File: src/rtl/calc_req_router_if.sv
// Request/response bus bundle for calc_req_router: upstream channels, downstream
// command port, DUT response port and per-channel routed responses.
interface calc_req_router_if #(
  parameter int NUM_CH  = 4,
  parameter int DATA_W  = 32,
  parameter int CMD_W   = 4,
  parameter int MAX_OUT = 4
);
  localparam int CH_W  = $clog2(NUM_CH);
  localparam int SEQ_W = $clog2(MAX_OUT);
  localparam int TAG_W = CH_W + SEQ_W;

  logic [NUM_CH-1:0]        up_valid;
  logic [NUM_CH-1:0]        up_ready;
  logic [NUM_CH*CMD_W-1:0]  up_cmd;
  logic [NUM_CH*DATA_W-1:0] up_op1;
  logic [NUM_CH*DATA_W-1:0] up_op2;

  logic                     dn_valid;
  logic                     dn_ready;
  logic [CMD_W-1:0]         dn_cmd;
  logic [DATA_W-1:0]        dn_op1;
  logic [DATA_W-1:0]        dn_op2;
  logic [TAG_W-1:0]         dn_tag;

  logic                     rs_valid;
  logic [DATA_W-1:0]        rs_data;
  logic [TAG_W-1:0]         rs_tag;

  logic [NUM_CH-1:0]        cr_valid;
  logic [DATA_W-1:0]        cr_data;
  logic [SEQ_W-1:0]         cr_seq;

  // Router side.
  modport slave (
    input  up_valid, up_cmd, up_op1, up_op2, dn_ready, rs_valid, rs_data, rs_tag,
    output up_ready, dn_valid, dn_cmd, dn_op1, dn_op2, dn_tag, cr_valid, cr_data, cr_seq
  );

  // Requester / DUT-wrapper side.
  modport master (
    output up_valid, up_cmd, up_op1, up_op2, dn_ready, rs_valid, rs_data, rs_tag,
    input  up_ready, dn_valid, dn_cmd, dn_op1, dn_op2, dn_tag, cr_valid, cr_data, cr_seq
  );
endinterface

File: src/rtl/calc_req_router.sv
// N-channel round-robin request router with tagged response return.
// Optional per-channel watchdog enabled by defining CALC_ROUTER_TIMEOUT_EN.
module calc_req_router #(
  parameter int NUM_CH      = 4,
  parameter int DATA_W      = 32,
  parameter int CMD_W       = 4,
  parameter int MAX_OUT     = 4,
  parameter int TIMEOUT_CYC = 256
) (
  input  logic                                 clk,
  input  logic                                 rst_n,
  calc_req_router_if.slave                     bus,
  output logic [NUM_CH*($clog2(MAX_OUT)+1)-1:0] outstanding,
  output logic                                 err_stray
`ifdef CALC_ROUTER_TIMEOUT_EN
  ,
  output logic [NUM_CH-1:0]                    err_timeout
`endif
);
  localparam int CH_W  = $clog2(NUM_CH);
  localparam int SEQ_W = $clog2(MAX_OUT);
  localparam int TAG_W = CH_W + SEQ_W;
  localparam int CNT_W = SEQ_W + 1;

  if (NUM_CH < 2 || NUM_CH > 8 || MAX_OUT < 2 || (MAX_OUT & (MAX_OUT - 1)) != 0 ||
      TIMEOUT_CYC < 1) begin : g_bad_params
    $error("calc_req_router: illegal parameter set");
  end

  logic [CNT_W-1:0]  cnt [NUM_CH];
  logic [SEQ_W-1:0]  seq [NUM_CH];
  logic [CH_W-1:0]   rr_ptr;

  logic              dn_valid_q;
  logic [CMD_W-1:0]  dn_cmd_q;
  logic [DATA_W-1:0] dn_op1_q;
  logic [DATA_W-1:0] dn_op2_q;
  logic [TAG_W-1:0]  dn_tag_q;
  logic [NUM_CH-1:0] cr_valid_q;
  logic [DATA_W-1:0] cr_data_q;
  logic [SEQ_W-1:0]  cr_seq_q;

  logic [NUM_CH-1:0] elig;
  logic [NUM_CH-1:0] grant_oh;
  logic [NUM_CH-1:0] route_hit;
  logic [CH_W-1:0]   cand;
  logic [CH_W-1:0]   grant_idx;
  logic              grant_found;
  logic              or_free;
  logic              accept;
  logic              stray;
  logic [CH_W-1:0]   rs_ch;
  logic [SEQ_W-1:0]  rs_seq;

  assign or_free = !dn_valid_q || bus.dn_ready;
  assign rs_ch   = bus.rs_tag[TAG_W-1:SEQ_W];
  assign rs_seq  = bus.rs_tag[SEQ_W-1:0];

  // NOTE: every always_comb output gets a default first, so no path can infer a latch.
  always_comb begin
    elig        = '0;
    route_hit   = '0;
    cand        = '0;
    grant_idx   = '0;
    grant_found = 1'b0;
    for (int i = 0; i < NUM_CH; i++) begin
      elig[i]      = bus.up_valid[i] && (cnt[i] < CNT_W'(MAX_OUT));
      route_hit[i] = bus.rs_valid && (rs_ch == CH_W'(i)) && (cnt[i] != '0);
    end
    // Scan from the round-robin pointer, wrapping past the last channel.
    for (int k = 0; k < NUM_CH; k++) begin
      cand = CH_W'((int'(rr_ptr) + k) % NUM_CH);
      if (!grant_found && elig[cand]) begin
        grant_found = 1'b1;
        grant_idx   = cand;
      end
    end
  end

  // Grants are suppressed while reset is held so up_ready never advertises a slot.
  assign accept   = rst_n && or_free && grant_found;
  assign grant_oh = accept ? (NUM_CH'(1) << grant_idx) : '0;
  assign stray    = bus.rs_valid && (route_hit == '0);

  assign bus.up_ready = grant_oh;
  assign bus.dn_valid = dn_valid_q;
  assign bus.dn_cmd   = dn_cmd_q;
  assign bus.dn_op1   = dn_op1_q;
  assign bus.dn_op2   = dn_op2_q;
  assign bus.dn_tag   = dn_tag_q;
  assign bus.cr_valid = cr_valid_q;
  assign bus.cr_data  = cr_data_q;
  assign bus.cr_seq   = cr_seq_q;

  for (genvar g = 0; g < NUM_CH; g++) begin : g_pack
    assign outstanding[g*CNT_W +: CNT_W] = cnt[g];
  end

  // NOTE: non-blocking assignments in clocked blocks so every flop samples pre-edge values.
  always_ff @(posedge clk) begin
    if (!rst_n) begin
      dn_valid_q <= 1'b0;
      dn_cmd_q   <= '0;
      dn_op1_q   <= '0;
      dn_op2_q   <= '0;
      dn_tag_q   <= '0;
      cr_valid_q <= '0;
      cr_data_q  <= '0;
      cr_seq_q   <= '0;
      err_stray  <= 1'b0;
      rr_ptr     <= '0;
      // NOTE: cnt/seq are small flop arrays, not RAM, so they can and must be reset here.
      for (int i = 0; i < NUM_CH; i++) begin
        cnt[i] <= '0;
        seq[i] <= '0;
      end
    end else begin
      if (or_free) begin
        dn_valid_q <= accept;
        if (accept) begin
          dn_cmd_q <= bus.up_cmd[grant_idx*CMD_W +: CMD_W];
          dn_op1_q <= bus.up_op1[grant_idx*DATA_W +: DATA_W];
          dn_op2_q <= bus.up_op2[grant_idx*DATA_W +: DATA_W];
          dn_tag_q <= {grant_idx, seq[grant_idx]};
          rr_ptr   <= (grant_idx == CH_W'(NUM_CH - 1)) ? '0 : grant_idx + CH_W'(1);
        end
      end

      for (int i = 0; i < NUM_CH; i++) begin
        if (grant_oh[i]) begin
          seq[i] <= seq[i] + SEQ_W'(1);
        end
        // A simultaneous issue and return on one channel cancel out.
        if (grant_oh[i] && !route_hit[i]) begin
          cnt[i] <= cnt[i] + CNT_W'(1);
        end else if (!grant_oh[i] && route_hit[i]) begin
          cnt[i] <= cnt[i] - CNT_W'(1);
        end
      end

      cr_valid_q <= route_hit;
      if (route_hit != '0) begin
        cr_data_q <= bus.rs_data;
        cr_seq_q  <= rs_seq;
      end
      err_stray <= stray;
    end
  end

`ifdef CALC_ROUTER_TIMEOUT_EN
  localparam int AGE_W = $clog2(TIMEOUT_CYC + 1);

  logic [AGE_W-1:0] age [NUM_CH];

  // Age counts only while a channel has work in flight and nothing has come back.
  always_ff @(posedge clk) begin
    if (!rst_n) begin
      err_timeout <= '0;
      for (int i = 0; i < NUM_CH; i++) begin
        age[i] <= '0;
      end
    end else begin
      for (int i = 0; i < NUM_CH; i++) begin
        err_timeout[i] <= 1'b0;
        if (cnt[i] == '0 || route_hit[i]) begin
          age[i] <= '0;
        end else if (age[i] == AGE_W'(TIMEOUT_CYC - 1)) begin
          age[i]         <= '0;
          err_timeout[i] <= 1'b1;
        end else begin
          age[i] <= age[i] + AGE_W'(1);
        end
      end
    end
  end
`endif
endmodule
File: src/flat_wrapper.sv
// flat-port wrapper written by rule: the top's interface ports become plain ports
module calc_req_router_flat 
#(
  parameter int NUM_CH      = 4,
  parameter int DATA_W      = 32,
  parameter int CMD_W       = 4,
  parameter int MAX_OUT     = 4,
  parameter int TIMEOUT_CYC = 256
)
  (clk, rst_n, outstanding, err_stray, bus_up_valid, bus_up_cmd, bus_up_op1, bus_up_op2, bus_dn_ready, bus_rs_valid, bus_rs_data, bus_rs_tag, bus_up_ready, bus_dn_valid, bus_dn_cmd, bus_dn_op1, bus_dn_op2, bus_dn_tag, bus_cr_valid, bus_cr_data, bus_cr_seq);
  calc_req_router_if #(.NUM_CH(NUM_CH), .DATA_W(DATA_W), .CMD_W(CMD_W), .MAX_OUT(MAX_OUT)) bus_i ();
  input  logic clk;
  input  logic rst_n;
  output logic [NUM_CH*($clog2(MAX_OUT)+1)-1:0] outstanding;
  output logic err_stray;
  input wire logic [$bits(bus_i.up_valid)-1:0] bus_up_valid;
  input wire logic [$bits(bus_i.up_cmd)-1:0] bus_up_cmd;
  input wire logic [$bits(bus_i.up_op1)-1:0] bus_up_op1;
  input wire logic [$bits(bus_i.up_op2)-1:0] bus_up_op2;
  input wire logic [$bits(bus_i.dn_ready)-1:0] bus_dn_ready;
  input wire logic [$bits(bus_i.rs_valid)-1:0] bus_rs_valid;
  input wire logic [$bits(bus_i.rs_data)-1:0] bus_rs_data;
  input wire logic [$bits(bus_i.rs_tag)-1:0] bus_rs_tag;
  output wire logic [$bits(bus_i.up_ready)-1:0] bus_up_ready;
  output wire logic [$bits(bus_i.dn_valid)-1:0] bus_dn_valid;
  output wire logic [$bits(bus_i.dn_cmd)-1:0] bus_dn_cmd;
  output wire logic [$bits(bus_i.dn_op1)-1:0] bus_dn_op1;
  output wire logic [$bits(bus_i.dn_op2)-1:0] bus_dn_op2;
  output wire logic [$bits(bus_i.dn_tag)-1:0] bus_dn_tag;
  output wire logic [$bits(bus_i.cr_valid)-1:0] bus_cr_valid;
  output wire logic [$bits(bus_i.cr_data)-1:0] bus_cr_data;
  output wire logic [$bits(bus_i.cr_seq)-1:0] bus_cr_seq;
  assign bus_i.up_valid = bus_up_valid;
  assign bus_i.up_cmd = bus_up_cmd;
  assign bus_i.up_op1 = bus_up_op1;
  assign bus_i.up_op2 = bus_up_op2;
  assign bus_i.dn_ready = bus_dn_ready;
  assign bus_i.rs_valid = bus_rs_valid;
  assign bus_i.rs_data = bus_rs_data;
  assign bus_i.rs_tag = bus_rs_tag;
  assign bus_up_ready = bus_i.up_ready;
  assign bus_dn_valid = bus_i.dn_valid;
  assign bus_dn_cmd = bus_i.dn_cmd;
  assign bus_dn_op1 = bus_i.dn_op1;
  assign bus_dn_op2 = bus_i.dn_op2;
  assign bus_dn_tag = bus_i.dn_tag;
  assign bus_cr_valid = bus_i.cr_valid;
  assign bus_cr_data = bus_i.cr_data;
  assign bus_cr_seq = bus_i.cr_seq;
  calc_req_router #(.NUM_CH(NUM_CH), .DATA_W(DATA_W), .CMD_W(CMD_W), .MAX_OUT(MAX_OUT), .TIMEOUT_CYC(TIMEOUT_CYC)) u_core (.clk(clk), .rst_n(rst_n), .bus(bus_i), .outstanding(outstanding), .err_stray(err_stray));
endmodule
File: config.mk
export PLATFORM = sky130hd
export DESIGN_NAME = calc_req_router_flat
export DESIGN_NICKNAME = d
export VERILOG_FILES = /design/src/rtl/calc_req_router_if.sv /design/src/rtl/calc_req_router.sv /design/src/flat_wrapper.sv
export SDC_FILE = /design/constraint.sdc
export NUM_CORES = 1
export LEC_CHECK = 0
export CAP_MARGIN = 20
export CORE_AREA = 10 10 163 165
export CTS_CLUSTER_DIAMETER = 200
export DETAILED_ROUTE_END_ITERATION = 10
export DIE_AREA = 0 0 173 175
export PLACE_DENSITY_LB_ADDON = 0.3
export SYNTH_ARGS = -nofsm -noshare
export SYNTH_HDL_FRONTEND = slang
export SYNTH_SLANG_ARGS = --single-unit
File: constraint.sdc
create_clock -name clk -period 2.94 [get_ports clk]
set_input_delay 0.441 -clock clk [delete_from_list [all_inputs] [get_ports clk]]
set_output_delay 0.441 -clock clk [all_outputs]
set_load 0.05 [all_outputs]
# Yosys cells after proc, flatten, opt, wreduce, memory -nomap -nowiden
# Memory sizes are Yosys's and may differ from the RTL's. A register that Yosys moved wholly into a read port is not among the register bits.
# Index checks and enable logic that the tools add are counted.
totals:
  latchBits: 0
  n_memories: 2
  mem_bits_ro: 0
  mem_bits_rw: 20
  reg_bits: 114
  output_inout_bits: 128
  wordCells: 175
classes:
  magnitude_cmp: 8
  n_bitwise: 12
  muxes: 71
  n_mul: 0
  shifts: 4
  n_addsub: 16
  eq_ne: 4
  n_reduce_logical: 48
  div_mod_pow: 0
memory_table:
  columns: ["name", "words", "width", "rd", "rd_ports_with_merged_regs", "write_ports", "line_no", "source"]
  rows:
  - ["u_core.cnt", 4, 3, 4, 0, 4, "calc_req_router.sv:30", "logic [CNT_W-1:0] cnt [NUM_CH];"]
  - ["u_core.seq", 4, 2, 5, 1, 4, "calc_req_router.sv:31", "logic [SEQ_W-1:0] seq [NUM_CH];"]
op_table:
  columns: ["operator", "n"]
  rows:
  - ["$shiftx A128 B8 Y32", 2]
  - ["$mux W1", 49]
  - ["$logic_and A1 B1 Y1", 26]
  - ["$mux W3", 8]
  - ["$mux W2", 9]
  - ["$shiftx A16 B5 Y4", 1]
  - ["$logic_not A1 Y1", 13]
  - ["$add A2 B1 Y2 const B", 6]
  - ["$add A3 B1 Y3 const B", 4]
  - ["$lt A2 B3 Y1 const B", 4]
  - ["$lt A3 B3 Y1 const B", 4]
  - ["$or A1 B1 Y1", 12]
  - ["$reduce_bool A3 Y1", 4]
  - ["$sub A3 B1 Y3 const B", 4]
  - ["$bmux W1 S2", 4]
  - ["$eq A2 B2 Y1 const B", 3]
  - ["$add A2 B2 Y2 const B", 2]
  - ["$logic_not A4 Y1", 1]
  - ["$mux W4", 1]
  - ["$reduce_bool A4 Y1", 1]
  - ["$shl A1 B2 Y4 const A", 1]
  - ["$eq A2 B1 Y1 const B", 1]
  - ["$logic_not A2 Y1", 1]
  - ["$reduce_and A2 Y1", 1]
  - ["$logic_or A1 B1 Y1", 1]

# Logic depth before layout (Yosys ltp)
depth:
  word_depth: 23
  ltp_mapped: 13
  mapped_depth_nobuf: 11

# Worst setup path after synthesis
# No wires, ideal clock.
synth_path:
  path_type: "reg-to-reg"
  startpoint: "mem u_core.cnt[1][2] (netlist bit)"
  endpoint: "mem u_core.cnt[1][2] (netlist bit), data pin"
  t_required_ns: 2.660
  period_less_slack_ns: 3.022
  setup_time_ns: 0.280
  arrival_ns: 2.742
  setup_slack_ns: -0.082
  stages_incl_launch_ff: 13
  cell_sequence: "edfxtp_1 -> nor2b_1 -> a21oi_1 -> or3_1 -> buf_2 -> inv_2 -> buf_4 -> ha_1 -> inv_1 -> o31ai_1 -> fa_1 -> xor2_1 -> o31ai_1"
synth_rtl:
  columns: ["element", "line_no"]
  rows:
  - ["start: declaration", "calc_req_router.sv:30"]

# Worst setup path after layout
layout_path:
  startpoint: "in bus_up_valid[0]"
  endpoint: "out bus_up_ready[3]"
layout_via:
  elab_chain_len: 15
layout_rtl:
  columns: ["element", "line_no", "source"]
  rows:
  - ["start: declaration", "flat_wrapper.sv:16", "input wire logic [$bits(bus_i.up_valid)-1:0] bus_up_valid;"]
  - ["$logic_and A1 B1 Y1 *", "calc_req_router.sv:67", "elig[i] = bus.up_valid[i] && (cnt[i] < CNT_W'(MAX_OUT));"]
  - ["$bmux W1 S2", "calc_req_router.sv:73", "if (!grant_found && elig[cand]) begin"]
  - ["$mux W1 (implied by the code)", "calc_req_router.sv:73", null]
  - ["$mux W1", "calc_req_router.sv:73", null]
  - ["$logic_not A1 Y1", "calc_req_router.sv:73", null]
  - ["$logic_and A1 B1 Y1", "calc_req_router.sv:73", null]
  - ["$mux W1", "calc_req_router.sv:73", null]
  - ["$logic_not A1 Y1", "calc_req_router.sv:73", null]
  - ["$logic_and A1 B1 Y1", "calc_req_router.sv:73", null]
  - ["$mux W1", "calc_req_router.sv:73", null]
  - ["$logic_not A1 Y1", "calc_req_router.sv:73", null]
  - ["$logic_and A1 B1 Y1", "calc_req_router.sv:73", null]
  - ["$mux W2 or $mux W1 (tied branches)", "calc_req_router.sv:73", null]
  - ["$shl A1 B2 Y4 or $logic_and A1 B1 Y1 (tied branches)", "calc_req_router.sv:82, calc_req_router.sv:81", null]
  - ["$mux W4 *", "calc_req_router.sv:82", "assign grant_oh = accept ? (NUM_CH'(1) << grant_idx) : '0;"]
  - ["end: declaration", "flat_wrapper.sv:24", "output wire logic [$bits(bus_i.up_ready)-1:0] bus_up_ready;"]
# Mark *: on every way between the ends. The rest lies on a longest branch, timed or not. The select of a mux whose other input is x is not followed.

==> run_results.csv <==
group,metric,value,unit
synth,ys_seq_elements,134,
setup_path,crit_path_end_kind,"primary output",
cts,insertion_delay,430,ps
cts,path_clk_slew,60,ps
die,die_w,173,microns
global_routing,track_usage,19.8,%
setup_path,cpMostUsedCell,"inv_2",
die,coreArea,23300,sq um
cells_and_area,nets,1473,
setup_path,slowest_stage,"clkdlybuf4s50_1",
synth,seq_area_frac_synth,42.7,%
drt,ant_nets,0,
setup_path,r2r_start,"u_core.cnt[0][2]",
synth,yosys_warnings,0,
cells_and_area,finalNonFillerCells,1484,
cts,clock-sinks,134,
sta,report.final.slew_viol_count,0,
cts,numCtsBuffers,17,
setup_path,critPathBufInv,5,
sta,hold_viol_final,0,
cts,clockBufferDepth,2,
drt,via_per_inst,4.78,
min_path,min_path_type,"register to register",
setup_path,startpoint,"bus_up_valid[0]",
drt,post_drt_wl_per_cell,21.2,microns
cells_and_area,drive_gt1_share,7.23,%
sta,tightest_slew,1030,ps
setup_path,cp_data_required_time,2500,ps
sta,setup_violations,0,
drt,initialDrtViolationCount,586,
pwr,p_per_area,651,nW/um^2
synth,ys.flop_type,"dfxtp_1",
placement,dp_hpwl,25000,microns
synth,syn-instance-count,707,
setup_path,r2r_slack,380,ps
setup_path,cp_data_arrival_time,2400,ps
synth,netlist_top_cells_count,"154 x nand2_1, 143 x mux2i_1, 114 x dfxtp_1",
cells_and_area,post-route-util,52.7,%
die,pin_count,444,
synth,syn-cell-area,6750,sq um
drt,drc_errors,0,
cts,post-cts-setup-buffers,0,
placement,gp_congestion,0.839,
placement,place_inst,1449,
cts,htree_levels,4,
setup_path,crit_family,"buffers and inverters",
pwr,irDropWorstVdd,0.403,mV
synth,post-synth-top-area-cell,"dfxtp_1",
global_routing,grt_pass1_vias,7095,
sta,layout_min_cycle_time,2840,ps
synth,synth_nets,1031,
sta,max_slew_margin,31.1,%
sta,skew,12.8,ps
setup_path,path_depth,10,
cts,cts.repair.resized,0,
cells_and_area,area_growth,81.5,%
setup_path,critical-path-max-stage-delay,430,ps
die,start_util,29.0,%
global_routing,grt_pass1_wl,46400,microns
sta,max_freq,352,MHz
drt,wl,31500,microns
sta,finalCritPeriodShare,96.7,%
synth,yosysMostFrequentCell,"nand2_1",
drt,vias,7095,
drt,drt_first_pass_iters,4,
die,fp.dieH,175,microns
synth,syn_area_per_cell,9.55,sq um
setup_path,reg2regPathDepth,7,
sta,rsz0062_at_grt,"no",
setup_path,rr_endpoint,"u_core.bus.dn_op2[23]",
synth,synth_edf_count,20,
synth,synth_cell_type_count,42,
setup_path,startpoint_type,"input port",
synth,synth_top_area_share,33.8,%
die,dieArea,30300,sq um
global_routing,grt_max_degree,80,
global_routing,overflow,0,
setup_path,crit_fanout,13,
pwr,p_leak,5.07,nW
synth,async_flop_share,0,%
setup_path,cp_cell_sequence,"clkdlybuf4s50_1, nor2b_2, a22o_1, or3_4, inv_2, buf_6, ha_1, nand3_2, inv_2, buf_12",
job,cap_viol_max_count,0,
setup_path,critPathKind,"input port to primary output",
setup_path,crit_path_end,"bus_up_ready[3]",
global_routing,antenna_found_initial,5,
cts,cts_root_buf,"clkbuf_16",
cts,cts_hold_buf,0,
die,rows,56,
cts,cts_tree,"yes",
synth,yosys-top-cells-area,"dfxtp_1 34%, mux2i_1 21%, o221ai_1 9.1%, edfxtp_1 8.9%, nand2_1 8.6%",
placement,pre_cts_slack,-11.3,ps
placement,portBuffers,443,
outcome,outcome,"finished, final reports clean",
sta,finalWorstSetupSlack,98.2,ps
==> power breakdown <==
part           internal (W)  total, W  leakage (nW)  switching (W)
clock network       0.00114   0.00212         0.281       0.000979
registers           0.00218   0.00235          1.15       0.000178
logic               0.00146   0.00352          3.64        0.00205
total               0.00478   0.00799          5.07        0.00321
==> worst min-delay path by stage <==
stage	startpoint	depth (start not counted)	to	slack, ps
final	u_core.bus.dn_tag[3]	2	u_core.bus.dn_tag[3]	450
after CTS	u_core.bus.dn_tag[3]	2	u_core.bus.dn_tag[3]	450
after detailed placement	u_core.bus.dn_tag[3]	2	u_core.bus.dn_tag[3]	440
after global placement	u_core.bus.dn_tag[3]	2	u_core.bus.dn_tag[3]	430
after floorplan	u_core.rr_ptr[0]	2	u_core.rr_ptr[0]	470
after global routing	u_core.bus.cr_data[11]	2	u_core.bus.cr_data[11]	470
==> sequential cells by signal, indices dropped and copies added, names as in the netlist <==
| register | cells |
|---|---|
| u_core.bus.cr_data | 32 |
| u_core.bus.dn_op1 | 32 |
| u_core.bus.dn_op2 | 32 |
| u_core.cnt | 12 |
| u_core.seq | 8 |
| u_core.bus.cr_valid | 4 |
| u_core.bus.dn_cmd | 4 |
| u_core.bus.dn_tag | 4 |
| u_core.bus.cr_seq | 2 |
| u_core.rr_ptr | 2 |
| u_core.bus.dn_valid | 1 |
| u_core.err_stray | 1 |
==> through the flow <==
stage / total power, W / cell area, sq um / setup TNS, ps / hold slack, ps
floorplan: 0.00456 / 6780 / 0 / 468
global placement: 0.00590 / 11700 / 0 / 429
detailed placement: 0.00592 / 11700 / -19.3 / 439
CTS: 0.00807 / 12200 / 0 / 453
global route: 0.00835 / 12300 / 0 / 468
finish: 0.00799 / 12300 / 0 / 449
==> cells in the final DEF, fill, tap and decap left out, types with 3 or more instances in the layout <==
cell type / count
nand2_1: 152
nor2b_1: 3
clkbuf_16: 17
or3_1: 3
diode_2: 3
a21oi_1: 44
o221ai_1: 70
edfxtp_1: 20
inv_1: 14
nand2_2: 3
dfxtp_1: 114
mux2i_1: 143
xnor2_1: 6
buf_4: 28
inv_6: 5
nor3_1: 9
nand3_1: 8
nor2_1: 12
ha_1: 5
clkdlybuf4s50_1: 439
inv_8: 5
o31ai_1: 5
buf_12: 8
nand2b_1: 5
or4_1: 3
and2_1: 3
==> worst register-to-register path: cells and delay by family, from the launching register on <==
kind / cells / cell delay, ps
muxes: 1 / 380
AOI/OAI and AO/OA: 2 / 300
DFF: 1 / 510
buffers and inverters: 2 / 880
and+or+nand+nor: 2 / 370
==> kinds of logic after synthesis <==
group | share of synthesized area, %
simple gates | 13.9
mux | 21.2
flops | 42.7
compound gates | 14.0
buf+inv | 5.43
xor+xnor | 1.04
fa+ha+maj | 1.82
==> final cells by class <==
class	count	area (sq um)
fill	2165	11000
tap	319	399
inverter	16	60.1
antenna	3	7.51
clock buffer	17	425
timing repair buffer	476	4780
clock inverter	15	156
sequential	134	2880
multi-input combinational	504	3550
==> routing by layer <==
layer | track usage (%) | up-vias | routed length [microns]
li1 | - | 3465 | -
met1 | 22.2 | 3314 | 12200
met2 | 33.6 | 279 | 16000
met3 | 7.82 | 33 | 2680
met4 | 6.43 | 4 | 620
met5 | 0 | - | 24
Power figures use the tool's default switching activity.
